[src/rtl/keypad_unit_if.sv]
// Keypad unit handshake bundle: data_mem request, hazard-unit
// pause/complete, converted value and entry status for the display.
interface keypad_unit_if;
  logic        input_enable;
  logic        input_complete;
  logic        cpu_pause;
  logic [31:0] input_value;
  logic        entry_active;
  logic [3:0]  digit_cnt;
  logic        entry_negative;

  modport master (
    input  input_enable,
    output input_complete,
    output cpu_pause,
    output input_value,
    output entry_active,
    output digit_cnt,
    output entry_negative
  );

  modport slave (
    output input_enable,
    input  input_complete,
    input  cpu_pause,
    input  input_value,
    input  entry_active,
    input  digit_cnt,
    input  entry_negative
  );
endinterface

[src/rtl/keypad_unit.sv]
// 4x4 keypad scanner with debounce, decimal entry buffer and
// serial BCD-to-binary conversion feeding the hazard-unit handshake.
module keypad_unit #(
  parameter int SCAN_DIV     = 100000,
  parameter int DEBOUNCE_CNT = 3,
  parameter int MAX_DIGITS   = 9
) (
  input  logic         clk,
  input  logic         rst,
  input  logic [3:0]   row_in,
  output logic [3:0]   col_out,
  keypad_unit_if.master kp
);

  localparam int DW = $clog2(SCAN_DIV + 1);
  localparam int CW = $clog2(DEBOUNCE_CNT + 1);
  localparam logic [DW-1:0] DIV_LAST = DW'(SCAN_DIV - 1);
  localparam logic [CW-1:0] DB_LAST  = CW'(DEBOUNCE_CNT - 1);
  localparam logic [3:0]    MAXD     = 4'(MAX_DIGITS);

  localparam logic [3:0] K_A    = 4'd10;
  localparam logic [3:0] K_B    = 4'd11;
  localparam logic [3:0] K_C    = 4'd12;
  localparam logic [3:0] K_D    = 4'd13;
  localparam logic [3:0] K_STAR = 4'd14;
  localparam logic [3:0] K_HASH = 4'd15;

  localparam logic [1:0] S_SCAN  = 2'd0;
  localparam logic [1:0] S_PRESS = 2'd1;
  localparam logic [1:0] S_HELD  = 2'd2;

  localparam logic [1:0] E_IDLE  = 2'd0;
  localparam logic [1:0] E_ENTRY = 2'd1;
  localparam logic [1:0] E_CONV  = 2'd2;
  localparam logic [1:0] E_DONE  = 2'd3;

  logic [DW-1:0] div_q;
  logic          tick;
  logic [1:0]    sst;
  logic [1:0]    row_q;
  logic [CW-1:0] db_q;
  logic          key_stb;
  logic [3:0]    key_code;
  logic          low_any;
  logic [1:0]    low_row;
  logic [1:0]    col_idx;
  logic [3:0]    map_code;

  logic [1:0]    est;
  logic [3:0]    cnt_q;
  logic          neg_q;
  logic          pause_q;
  logic          cmp_q;
  logic [31:0]   val_q;
  logic [31:0]   acc_q;
  logic [3:0]    cidx_q;
  logic [3:0]    digits_q [MAX_DIGITS];

  assign tick    = (div_q == DIV_LAST);
  assign low_any = ~&row_in;

  // Later assignments win, so the lowest low row is the one kept.
  always_comb begin
    low_row = 2'd0;
    if (!row_in[3]) low_row = 2'd3;
    if (!row_in[2]) low_row = 2'd2;
    if (!row_in[1]) low_row = 2'd1;
    if (!row_in[0]) low_row = 2'd0;
  end

  always_comb begin
    col_idx = 2'd0;
    case (col_out)
      4'b1101: col_idx = 2'd1;
      4'b1011: col_idx = 2'd2;
      4'b0111: col_idx = 2'd3;
      default: col_idx = 2'd0;
    endcase
  end

  always_comb begin
    map_code = K_HASH;
    case ({row_q, col_idx})
      4'd0:    map_code = 4'd1;
      4'd1:    map_code = 4'd2;
      4'd2:    map_code = 4'd3;
      4'd3:    map_code = K_A;
      4'd4:    map_code = 4'd4;
      4'd5:    map_code = 4'd5;
      4'd6:    map_code = 4'd6;
      4'd7:    map_code = K_B;
      4'd8:    map_code = 4'd7;
      4'd9:    map_code = 4'd8;
      4'd10:   map_code = 4'd9;
      4'd11:   map_code = K_C;
      4'd12:   map_code = K_STAR;
      4'd13:   map_code = 4'd0;
      4'd14:   map_code = K_HASH;
      default: map_code = K_D;
    endcase
  end

  always_ff @(posedge clk) begin
    if (rst) begin
      div_q    <= '0;
      col_out  <= 4'b1110;
      sst      <= S_SCAN;
      row_q    <= 2'd0;
      db_q     <= '0;
      key_stb  <= 1'b0;
      key_code <= 4'd0;
    end else begin
      key_stb <= 1'b0;
      div_q   <= tick ? '0 : div_q + 1'b1;
      if (tick) begin
        case (sst)
          S_SCAN: begin
            if (low_any) begin
              row_q <= low_row;
              db_q  <= CW'(1);
              sst   <= S_PRESS;
            end else begin
              col_out <= {col_out[2:0], col_out[3]};
            end
          end
          S_PRESS: begin
            if (!row_in[row_q]) begin
              if (db_q == DB_LAST) begin
                key_stb  <= 1'b1;
                key_code <= map_code;
                db_q     <= '0;
                sst      <= S_HELD;
              end else begin
                db_q <= db_q + 1'b1;
              end
            end else begin
              sst <= S_SCAN;
            end
          end
          S_HELD: begin
            if (&row_in) begin
              if (db_q == DB_LAST) begin
                db_q <= '0;
                sst  <= S_SCAN;
              end else begin
                db_q <= db_q + 1'b1;
              end
            end else begin
              db_q <= '0;
            end
          end
          default: sst <= S_SCAN;
        endcase
      end
    end
  end

  always_ff @(posedge clk) begin
    if (rst) begin
      est     <= E_IDLE;
      cnt_q   <= 4'd0;
      neg_q   <= 1'b0;
      pause_q <= 1'b0;
      cmp_q   <= 1'b0;
      val_q   <= 32'd0;
      acc_q   <= 32'd0;
      cidx_q  <= 4'd0;
    end else begin
      cmp_q <= 1'b0;
      if (key_stb && key_code == K_A) pause_q <= ~pause_q;
      case (est)
        E_IDLE: begin
          if (kp.input_enable) begin
            est   <= E_ENTRY;
            cnt_q <= 4'd0;
            neg_q <= 1'b0;
          end
        end
        E_ENTRY: begin
          if (!kp.input_enable) begin
            est <= E_IDLE;
          end else if (key_stb) begin
            unique case (1'b1)
              (key_code <= 4'd9): begin
                if (cnt_q < MAXD) begin
                  digits_q[cnt_q] <= key_code;
                  cnt_q <= cnt_q + 4'd1;
                end
              end
              (key_code == K_B): begin
                if (cnt_q != 4'd0) cnt_q <= cnt_q - 4'd1;
              end
              (key_code == K_C): begin
                cnt_q <= 4'd0;
                neg_q <= 1'b0;
              end
              (key_code == K_STAR): neg_q <= ~neg_q;
              (key_code == K_D): begin
                acc_q  <= 32'd0;
                cidx_q <= 4'd0;
                est    <= (cnt_q == 4'd0) ? E_DONE : E_CONV;
              end
              default: ;
            endcase
          end
        end
        E_CONV: begin
          acc_q  <= (acc_q << 3) + (acc_q << 1)
                  + {28'd0, digits_q[cidx_q]};
          cidx_q <= cidx_q + 4'd1;
          if (cidx_q == cnt_q - 4'd1) est <= E_DONE;
        end
        default: begin
          val_q <= neg_q ? -acc_q : acc_q;
          cmp_q <= 1'b1;
          est   <= E_IDLE;
        end
      endcase
    end
  end

  assign kp.input_complete = cmp_q;
  assign kp.cpu_pause      = pause_q;
  assign kp.input_value    = val_q;
  assign kp.entry_active   = (est == E_ENTRY);
  assign kp.digit_cnt      = cnt_q;
  assign kp.entry_negative = neg_q;

endmodule

[src/flat_wrapper.sv]
// flat-port wrapper written by rule: the top's interface ports become plain ports
module keypad_unit_flat 
#(
  parameter int SCAN_DIV     = 100000,
  parameter int DEBOUNCE_CNT = 3,
  parameter int MAX_DIGITS   = 9
)
  (clk, rst, row_in, col_out, kp_input_enable, kp_input_complete, kp_cpu_pause, kp_input_value, kp_entry_active, kp_digit_cnt, kp_entry_negative);
  keypad_unit_if kp_i ();
  input  logic clk;
  input  logic rst;
  input  logic [3:0] row_in;
  output logic [3:0] col_out;
  input wire logic [$bits(kp_i.input_enable)-1:0] kp_input_enable;
  output wire logic [$bits(kp_i.input_complete)-1:0] kp_input_complete;
  output wire logic [$bits(kp_i.cpu_pause)-1:0] kp_cpu_pause;
  output wire logic [$bits(kp_i.input_value)-1:0] kp_input_value;
  output wire logic [$bits(kp_i.entry_active)-1:0] kp_entry_active;
  output wire logic [$bits(kp_i.digit_cnt)-1:0] kp_digit_cnt;
  output wire logic [$bits(kp_i.entry_negative)-1:0] kp_entry_negative;
  assign kp_i.input_enable = kp_input_enable;
  assign kp_input_complete = kp_i.input_complete;
  assign kp_cpu_pause = kp_i.cpu_pause;
  assign kp_input_value = kp_i.input_value;
  assign kp_entry_active = kp_i.entry_active;
  assign kp_digit_cnt = kp_i.digit_cnt;
  assign kp_entry_negative = kp_i.entry_negative;
  keypad_unit #(.SCAN_DIV(SCAN_DIV), .DEBOUNCE_CNT(DEBOUNCE_CNT), .MAX_DIGITS(MAX_DIGITS)) u_core (.clk(clk), .rst(rst), .row_in(row_in), .col_out(col_out), .kp(kp_i));
endmodule
[config.mk]
export PLATFORM = sky130hd
export DESIGN_NAME = keypad_unit_flat
export DESIGN_NICKNAME = d
export VERILOG_FILES = /design/src/rtl/keypad_unit_if.sv /design/src/rtl/keypad_unit.sv /design/src/flat_wrapper.sv
export SDC_FILE = /design/constraint.sdc
export NUM_CORES = 1
export LEC_CHECK = 0
export CAP_MARGIN = 10
export CELL_PAD_IN_SITES_DETAIL_PLACEMENT = 1
export CELL_PAD_IN_SITES_GLOBAL_PLACEMENT = 1
export CORE_MARGIN = 2
export CORE_UTILIZATION = 40
export DETAILED_ROUTE_END_ITERATION = 7
export PLACE_DENSITY = 0.73
export SLEW_MARGIN = 10
export SYNTH_ARGS = -nofsm -noshare
export SYNTH_HDL_FRONTEND = slang
export SYNTH_SLANG_ARGS = --single-unit
[constraint.sdc]
create_clock -name clk -period 5 [get_ports clk]
set_input_delay 0.5 -clock clk [delete_from_list [all_inputs] [get_ports clk]]
set_output_delay 0.5 -clock clk [all_outputs]
set_load 0.02 [all_outputs]
=== After elaboration in Yosys (flattened, before gate mapping) ===
Memories as Yosys holds them, arrays and structs flattened. A register that Yosys moved wholly into a read port is not among the register bits.
Index checks and enable logic that the tools add are counted.

* Logic and storage cells: 141
* Register bits after elaboration: 105
* Memories: 2
* ROM bits: 64
* Bits in latches: 0
* Bits in writable memories: 36

* Multiplexer cells: 56
* $add $sub $neg: 8
* Divide/modulo/power cells: 0
* Multiply operators: 0
* Reductions and logical operators: 21
* Eq/ne operators: 31
* Shift-type cells: 0
* Bitwise gates (word level): 6
* $lt $le $gt $ge: 3

{| class="wikitable"
|+ Memory list
! memory !! words !! width !! read ports !! clocked after Yosys merged registers in !! write ports !! line !! text
|-
| (no name shown) || 16 || 4 || 1 || 1 || 0 || keypad_unit.sv:83 || <nowiki>case ({row_q, col_idx})</nowiki>
|-
| u_core.digits_q || 9 || 4 || 1 || 1 || 1 || keypad_unit.sv:57 || <nowiki>logic [3:0] digits_q [MAX_DIGITS];</nowiki>
|}

{| class="wikitable"
|+ Operators by type and width
! kind !! count
|-
| $mux 32 || 4
|-
| $pmux 32 s2 || 1
|-
| $mux 4 || 10
|-
| $mux 2 || 17
|-
| $add 32x32->32 || 1
|-
| $add 32x4->32 || 1
|-
| $neg 32->32 || 1
|-
| $eq 4x4->1 const B || 7
|-
| $pmux 2 s3 || 4
|-
| $reduce_and 4->1 || 5
|-
| $add 17x1->17 const B || 1
|-
| $eq 17x17->1 const B || 1
|-
| $pmux 4 s2 || 2
|-
| $mux 1 || 14
|-
| $pmux 4 s3 || 1
|-
| $ne 2x1->1 const B || 5
|-
| $reduce_and 5->1 || 2
|-
| $add 4x1->4 const B || 2
|-
| $ne 2x2->1 const B || 4
|-
| $reduce_and 7->1 || 1
|-
| $eq 2x2->1 const B || 3
|-
| $ne 3x1->1 const B || 2
|-
| $ne 3x2->1 const B || 2
|-
| $ne 3x3->1 const B || 2
|-
| other kinds (23) || 32
|}

=== Depth between registers and ports, before layout ===
Gate-level depths: netlist of the first run.

* Depth in word-level cells: 8
* Depth in mapped cells: 16
* Mapped depth without buffers: 15

=== Worst setup path after synthesis of the first run ===
OpenSTA, ideal clock, no wires.

* Kind: register to register
* Start point: register (tool-made name)
* End point: register u_core.acc_q[31]
* Required time: 4883 ps
* Stages on the path, launching flop included: 17
* Setup time: 117 ps
* Path slack: 889 ps
* Arrival: 3994 ps
* Buffers on the path: 1
* Clock period less this slack: 4111 ps
* Cells stage by stage: dfxtp_1 -> clkbuf_1 -> mux4_2 -> mux2i_1 -> nor2_1 -> a21oi_1 -> fa_1 -> inv_1 -> ha_1 -> a211oi_1 -> o21bai_1 -> a211oi_1 -> o31a_1 -> a32oi_1 -> a311oi_1 -> xnor2_1 -> a22o_1

{| class="wikitable"
|+ RTL lines
! what !! line !! text
|-
| end signal: assignment || keypad_unit.sv:208 || <nowiki>acc_q <= (acc_q << 3) + (acc_q << 1)</nowiki>
|-
| end: declaration || keypad_unit.sv:55 || <nowiki>logic [31:0] acc_q;</nowiki>
|}

==> reports/results.ini, run 1 <==
[synth]
synth_area_leader_cell = dfxtp_1
yosysUniqueCellTypes = 68
synthFlopType = dfxtp_1
yosys_warnings = 0
yosysSeqAreaShare_pct = 38.3
syn_avg_cell_area_um2 = 9.24
yosys-top-cells-area = dfxtp_1, edfxtp_1, ha_1
synth_enable_flop_cells = 36
syn_inst = 945
netlist_area_um2 = 8730
syn-num-nets = 1029
synth_top_area_share_pct = 25.9
synth.ff_latch_count = 149
async_reset_ff_share_pct = 0

[run]
maxCapViolCount = 0

[detailed_routing]
first_pass_iters = 4
drc_errors = 0
ant_nets = 0
drt_iter0_markers = 366
vias = 7102
wirelength_um = 22700
vias_per_cell = 5.61
post_drt_wl_per_cell_um = 17.9

[power_and_ir_drop]
p_sw_share_pct = 24.4
power_frac_comb_pct = 1.8
p_leak_uw = 0.00400
clock_power_share_pct = 49.3
power_uw = 2520
p_sw_uw = 613
powerDensity_nw_per_um2 = 252
p_int_uw = 1900
ir_worst_vdd_mv = 0.175
seqPwrFrac_pct = 49.0

[clock_network]
postCtsHoldBufs = 0
root_buffer = clkbuf_16
tritoncts = yes
clk_path_buf_depth = 2
post_cts_buffers = 0
ctsResizeCount = 0
numClockSinks = 149
cts-buffers-inserted = 17
cts_max_level = 4
clock_latency_ns = 0.43
clkTransAtPathRegs_ns = 0.06

[sta]
max_slew.worst_pin.slew_ns = 1.12
holdWs_ns = 0.459
fmax_mhz = 225
rsz0062_at_grt = no
maxSlewViolCount = 0
slew_headroom_pct = 24.8
period_share_pct = 89.0
tns_ns = 0
finalSetupViolations = 0
period_needed_ns = 4.45
hold_viol = 0
finClkSkew_ns = 0.0104

[setup_path]
worstSetupStartpointType = register
cp_max_fo = 8
arrival_ns = 4.77
endpoint_kind = register
worstPathRequired_ns = 5.32
critical_path_class = register to register
reg2reg_slack_ns = 0.55

[floorplan]
std_cell_rows = 54
ios = 51
core_area_um2 = 21600
fp.dieArea_um2 = 23000
initial_utilization_pct = 40.4
die_w_um = 152
die_height_um = 152

[status]
status = finished, final reports clean

[grt]
grt_pass1_vias = 7214
overflow = 0
gr-usage-all-layers_pct = 20.6
grt_pass1_wl_um = 37500
antenna_found_initial = 0
grt_max_degree = 76

[cells_and_area]
fin_nets = 1056
fin_util_pct = 46.2
design_area_um2 = 9990
diodes = 0
layout-drive-gt1-share_pct = 7.11
area_growth_pct = 14.4

[place]
detailed_place_hpwl_um = 16300
port_buffers = 50
post_dp_cell_area_um2 = 9430
gp_congestion = 0.834

[min_path]
hp-class = register to register

final cells by class:
| cell class | count | area [um2] |
|---|---|---|
| clock inverter | 14 | 135 |
| clock buffer | 18 | 429 |
| multi-input combinational | 717 | 5070 |
| timing repair buffer | 57 | 548 |
| inverter | 30 | 113 |
| fill | 2490 | 11600 |
| tap | 280 | 350 |
| sequential | 149 | 3340 |
kinds of logic after synthesis:
kind of cell / synth area share (%)
AO/OA/AOI/OAI: 17.8
XOR/XNOR: 8.02
adder cells (fa/ha/maj): 11.2
buffers and inverters: 3.71
flip-flops: 38.3
multiplexers: 4.57
AND/OR/NAND/NOR: 16.4
cells in the final DEF (no fill, tap or decap), types with 5 or more instances in the layout:
cell and count:
dfxtp_1 112, a21o_1 14, ha_1 75, o21ai_0 44
a31oi_1 9, nand2b_1 6, a211oi_1 37, or3_1 9
nor3_1 15, inv_6 6, clkdlybuf4s50_1 49, clkbuf_16 17
a22oi_1 15, and2_1 5, nand3_1 20, nor2_1 116
a22o_1 16, o211ai_1 6, nand4_1 9, inv_1 30
mux4_2 10, o31ai_1 9, nand2_1 73, xor2_1 51
edfxtp_1 36, mux2i_1 14, nor2b_1 15, a21oi_1 51
buf_4 7, xnor2_1 29
stage by stage:
step	setup slack, ns	instances
3_5_place_dp	0.369	1233
4_1_cts	0.301	1265
6_report	0.548	1265
3_3_place_gp	0.487	1233
5_1_grt	0.178	1265
2_1_floorplan	0.889	945
worst max-delay path, cell delays in order (launching register included):
cell and delay, ns:
dfxtp_2 0.50, mux4_2 0.56, mux2i_1 0.22, nor2_1 0.07
a21oi_1 0.18, fa_1 0.44, inv_1 0.11, ha_1 0.25
a211oi_1 0.29, o21bai_1 0.16, a211oi_1 0.42, o31a_1 0.28
a32oi_1 0.20, a311oi_1 0.36, xnor2_1 0.10, a22o_1 0.19
cells in the mapped netlist (16+ instances only):
library cell / count
nor3_1: 16
a22o_1: 16
ha_1: 75
xnor2_1: 29
nand3_1: 20
a21oi_1: 51
inv_1: 30
dfxtp_1: 113
a211oi_1: 37
o21ai_0: 44
clkbuf_1: 43
nor2_1: 116
xor2_1: 51
edfxtp_1: 36
nand2_1: 73
state kept, by name, summed over array words and instances (netlist names), named ones only:
signal and cells:
u_core.cidx_q 4, u_core.db_q 2, u_core.sst 2, u_core.key_stb 1
u_core.acc_q 32, u_core.div_q 17, u_core.key_code 4, u_core.kp.entry_negative 1
u_core.kp.cpu_pause 1, u_core.kp.input_complete 1, u_core.est 2, u_core.kp.input_value 32
u_core.digits_q 36, u_core.row_q 2, u_core.col_out 4, u_core.kp.digit_cnt 4
final timing paths:
kind                            depth (start not counted)                 startpoint                         to
worst min-delay path                                    2  u_core.kp.input_value[29]  u_core.kp.input_value[29]
worst max-delay path                                   15                   register           u_core.acc_q[31]
worst max register to register                         15                   register           u_core.acc_q[31]
worst min register to register                          2  u_core.kp.input_value[29]  u_core.kp.input_value[29]
metal layers:
layer	global-route usage [%]	share of wire, %	vias to the layer above
li1	-	-	3481
met1	27.6	46	3463
met2	34.5	48	128
met3	2.51	3.8	30
met4	7.08	1.9	0
met5	0	0	-
power by group through the flow:
stage | registers [uW] | logic, uW | clock network [uW]
finish | 1230 | 44.9 | 1240
global route | 1230 | 49.9 | 1310
CTS | 1230 | 45.3 | 1270
detailed placement | 1260 | 45.0 | 0
global placement | 1260 | 44.1 | 0
floorplan | 1260 | 28.4 | 0
Note: power is estimated with default switching activity, not from simulation.
==> inputs of run 2 (changes only) <==
--- a/config.mk
+++ b/config.mk
@@ -12,6 +12,7 @@
 export CORE_UTILIZATION = 40
 export DETAILED_ROUTE_END_ITERATION = 7
 export PLACE_DENSITY = 0.73
+export RECOVER_POWER = 50
 export SLEW_MARGIN = 10
 export SYNTH_ARGS = -nofsm -noshare
 export SYNTH_HDL_FRONTEND = slang
==> constraint.sdc (replaced) <==
create_clock -name clk -period 5 [get_ports clk]
set_input_delay 0.75 -clock clk [delete_from_list [all_inputs] [get_ports clk]]
set_output_delay 0.75 -clock clk [all_outputs]
set_load 0.02 [all_outputs]
==> run 2 against run 1 <==
Net effect:
- the flow now finishes with violations (max-capacitance violations, max-slew violations)
- cell count unchanged
- design area about the same
- worst setup slack worse by 0.0046 ns
- sequential power about the same
- combinational power down 1%
- first-iteration DRC count down 9.3%
- clock power about the same
- global-route usage unchanged
- non-clock buffer count unchanged
- flip-flop and latch count unchanged
- die area unchanged
- critical path type unchanged
==> reports/results.ini, run 2 (synthesized netlist as in run 1, its figures left out) <==
[status]
status = finished, violations left
violations = max-capacitance violations, max-slew violations

[clock_network]
numClockSinks = 149  ; unchanged
clock_latency_ns = 0.43  ; about the same
root_buffer = clkbuf_16
tritoncts = yes
cts_max_level = 4  ; unchanged
post_cts_buffers = 0  ; unchanged
ctsResizeCount = 0  ; unchanged
clkTransAtPathRegs_ns = 0.06  ; about the same
postCtsHoldBufs = 0  ; unchanged
cts-buffers-inserted = 17  ; unchanged
clk_path_buf_depth = 2  ; unchanged

[cells_and_area]
fin_nets = 1056  ; unchanged
diodes = 0  ; unchanged
layout_commonest_cell = nor2_1
final_cell_mix = nor2_1, dfxtp_1, ha_1
design_area_um2 = 9990  ; about the same
area_growth_pct = 14.4  ; about the same
largest_reg_flops = 36  ; unchanged
num-fill-cells = 2490  ; unchanged
layout-drive-gt1-share_pct = 6.80  ; -0.30 points
regMostFlops = u_core.digits_q

[sta]
max_slew.worst_pin.slew_ns = 3.56  ; +2.44 ns
tns_ns = 0  ; unchanged
maxSlewViolCount = 76  ; +76
period_share_pct = 89.1  ; +0.092 points
finClkSkew_ns = 0.0104  ; +0.0000348 ns
finalSetupViolations = 0  ; unchanged
hold_viol = 0  ; unchanged
rsz0062_at_grt = no
fmax_mhz = 224  ; -0.10%
slew_headroom_pct = -137  ; -160 points
period_needed_ns = 4.46  ; +0.00458 ns

[grt]
antenna_found_initial = 0  ; unchanged
grt_pass1_vias = 7214  ; unchanged
gr-usage-all-layers_pct = 20.6  ; unchanged
grt_max_degree = 76  ; unchanged
grt_pass1_wl_um = 37500  ; unchanged
overflow = 0  ; unchanged

[place]
gp_congestion = 0.834  ; unchanged
detailed_place_hpwl_um = 16300  ; unchanged
port_buffers = 50  ; unchanged
post_dp_cell_area_um2 = 9430  ; unchanged

[detailed_routing]
post_drt_wl_per_cell_um = 17.9  ; about the same
vias = 7083  ; -0.27%
drt_iter0_markers = 332  ; -9.3%
ant_nets = 0  ; unchanged
vias_per_cell = 5.60  ; -0.27%
wirelength_um = 22700  ; about the same
first_pass_iters = 4  ; unchanged
drc_errors = 0  ; unchanged

[floorplan]
die_w_um = 152  ; unchanged
fp.dieArea_um2 = 23000  ; unchanged
initial_utilization_pct = 40.4  ; unchanged
core_area_um2 = 21600  ; unchanged
die_height_um = 152  ; unchanged
ios = 51  ; unchanged
std_cell_rows = 54  ; unchanged

[min_path]
hp-class = register to register

[setup_path]
crit_chain = mux4_2 -> mux2i_1 -> nor2_1 -> a21oi_1 -> fa_1 -> inv_1 -> ha_1 -> a211oi_1 -> o21bai_1 -> a211oi_1 -> o31a_1 -> a32oi_1 -> a311oi_1 -> xnor2_1 -> a22o_1
worstSetupStartpointType = register
path_common_cell = a211oi_1
worstPathRequired_ns = 5.32  ; about the same
cp_max_fo = 8  ; unchanged
critical_path_class = register to register
slowest_delay_ns = 0.56  ; about the same
crit_path_top_delay_cell = mux4_2
endpoint_kind = register
arrival_ns = 4.78  ; about the same

[power_and_ir_drop]
powerDensity_nw_per_um2 = 252  ; about the same
p_leak_uw = 0.00412  ; +3.0%
ir_worst_vdd_mv = 0.175  ; about the same

[run]
maxCapViolCount = 1  ; +1

==> run 2: cell type report <==
cell class	instances	area [um2]	share of cell area, %
multi-input cells	717	5070	50.8
clock buffers	18	429	4.30
repair buffers	57	543	5.44
inverters	30	113	1.13
well taps	280	350	3.51
flip-flops and latches	149	3340	33.5
clock inverters	14	135	1.35
==> run 2: worst max-delay path, delay by kind of cell (launching register included) <==
family                     cells  cell delay [ns]
AOI/OAI and AO/OA              8             2.10
xor gates and xnor gates       1             0.10
adders and majority gates      2             0.69
buffers and inverters          1             0.11
DFF                            1             0.50
muxes                          2             0.78
and+or+nand+nor                1             0.07
==> run 2: worst paths after layout <==
check	start	endpoint	slack (ns)	depth (start not counted)
max	register	u_core.acc_q[31]	0.54	15
min	u_core.kp.input_value[29]	u_core.kp.input_value[29]	0.46	2
max reg2reg	register	u_core.acc_q[31]	0.54	15
min reg2reg	u_core.kp.input_value[29]	u_core.kp.input_value[29]	0.46	2
==> run 2: through the flow <==
step                hold WS [ns]  power (uW)  worst slack [ns]  instances  utilization [%]
floorplan                  0.430        1290             0.889        945                -
global placement           0.446        1300             0.487       1233             43.6
CTS                        0.462        2550             0.301       1265             46.2
finish                     0.456        2520             0.544       1265             46.2
global route               0.489        2590             0.178       1265             46.2
detailed placement         0.456        1300             0.369       1233             43.6
==> run 2: routing by layer <==
metal	up-vias	wire, um	global-route usage (%)
met1	3458	10700	27.6
met4	0	434	7.08
met3	30	675	2.51
met5	-	0	0
li1	3481	-	-
met2	114	10900	34.5
==> run 2: power by group <==
part	leakage (uW)	switching, uW	internal, uW	total (uW)
combinational	0.00252	30.1	14.2	44.4
clock	0.000273	581	661	1240
sequential	0.00133	3.58	1230	1230
total	0.00412	614	1900	2520
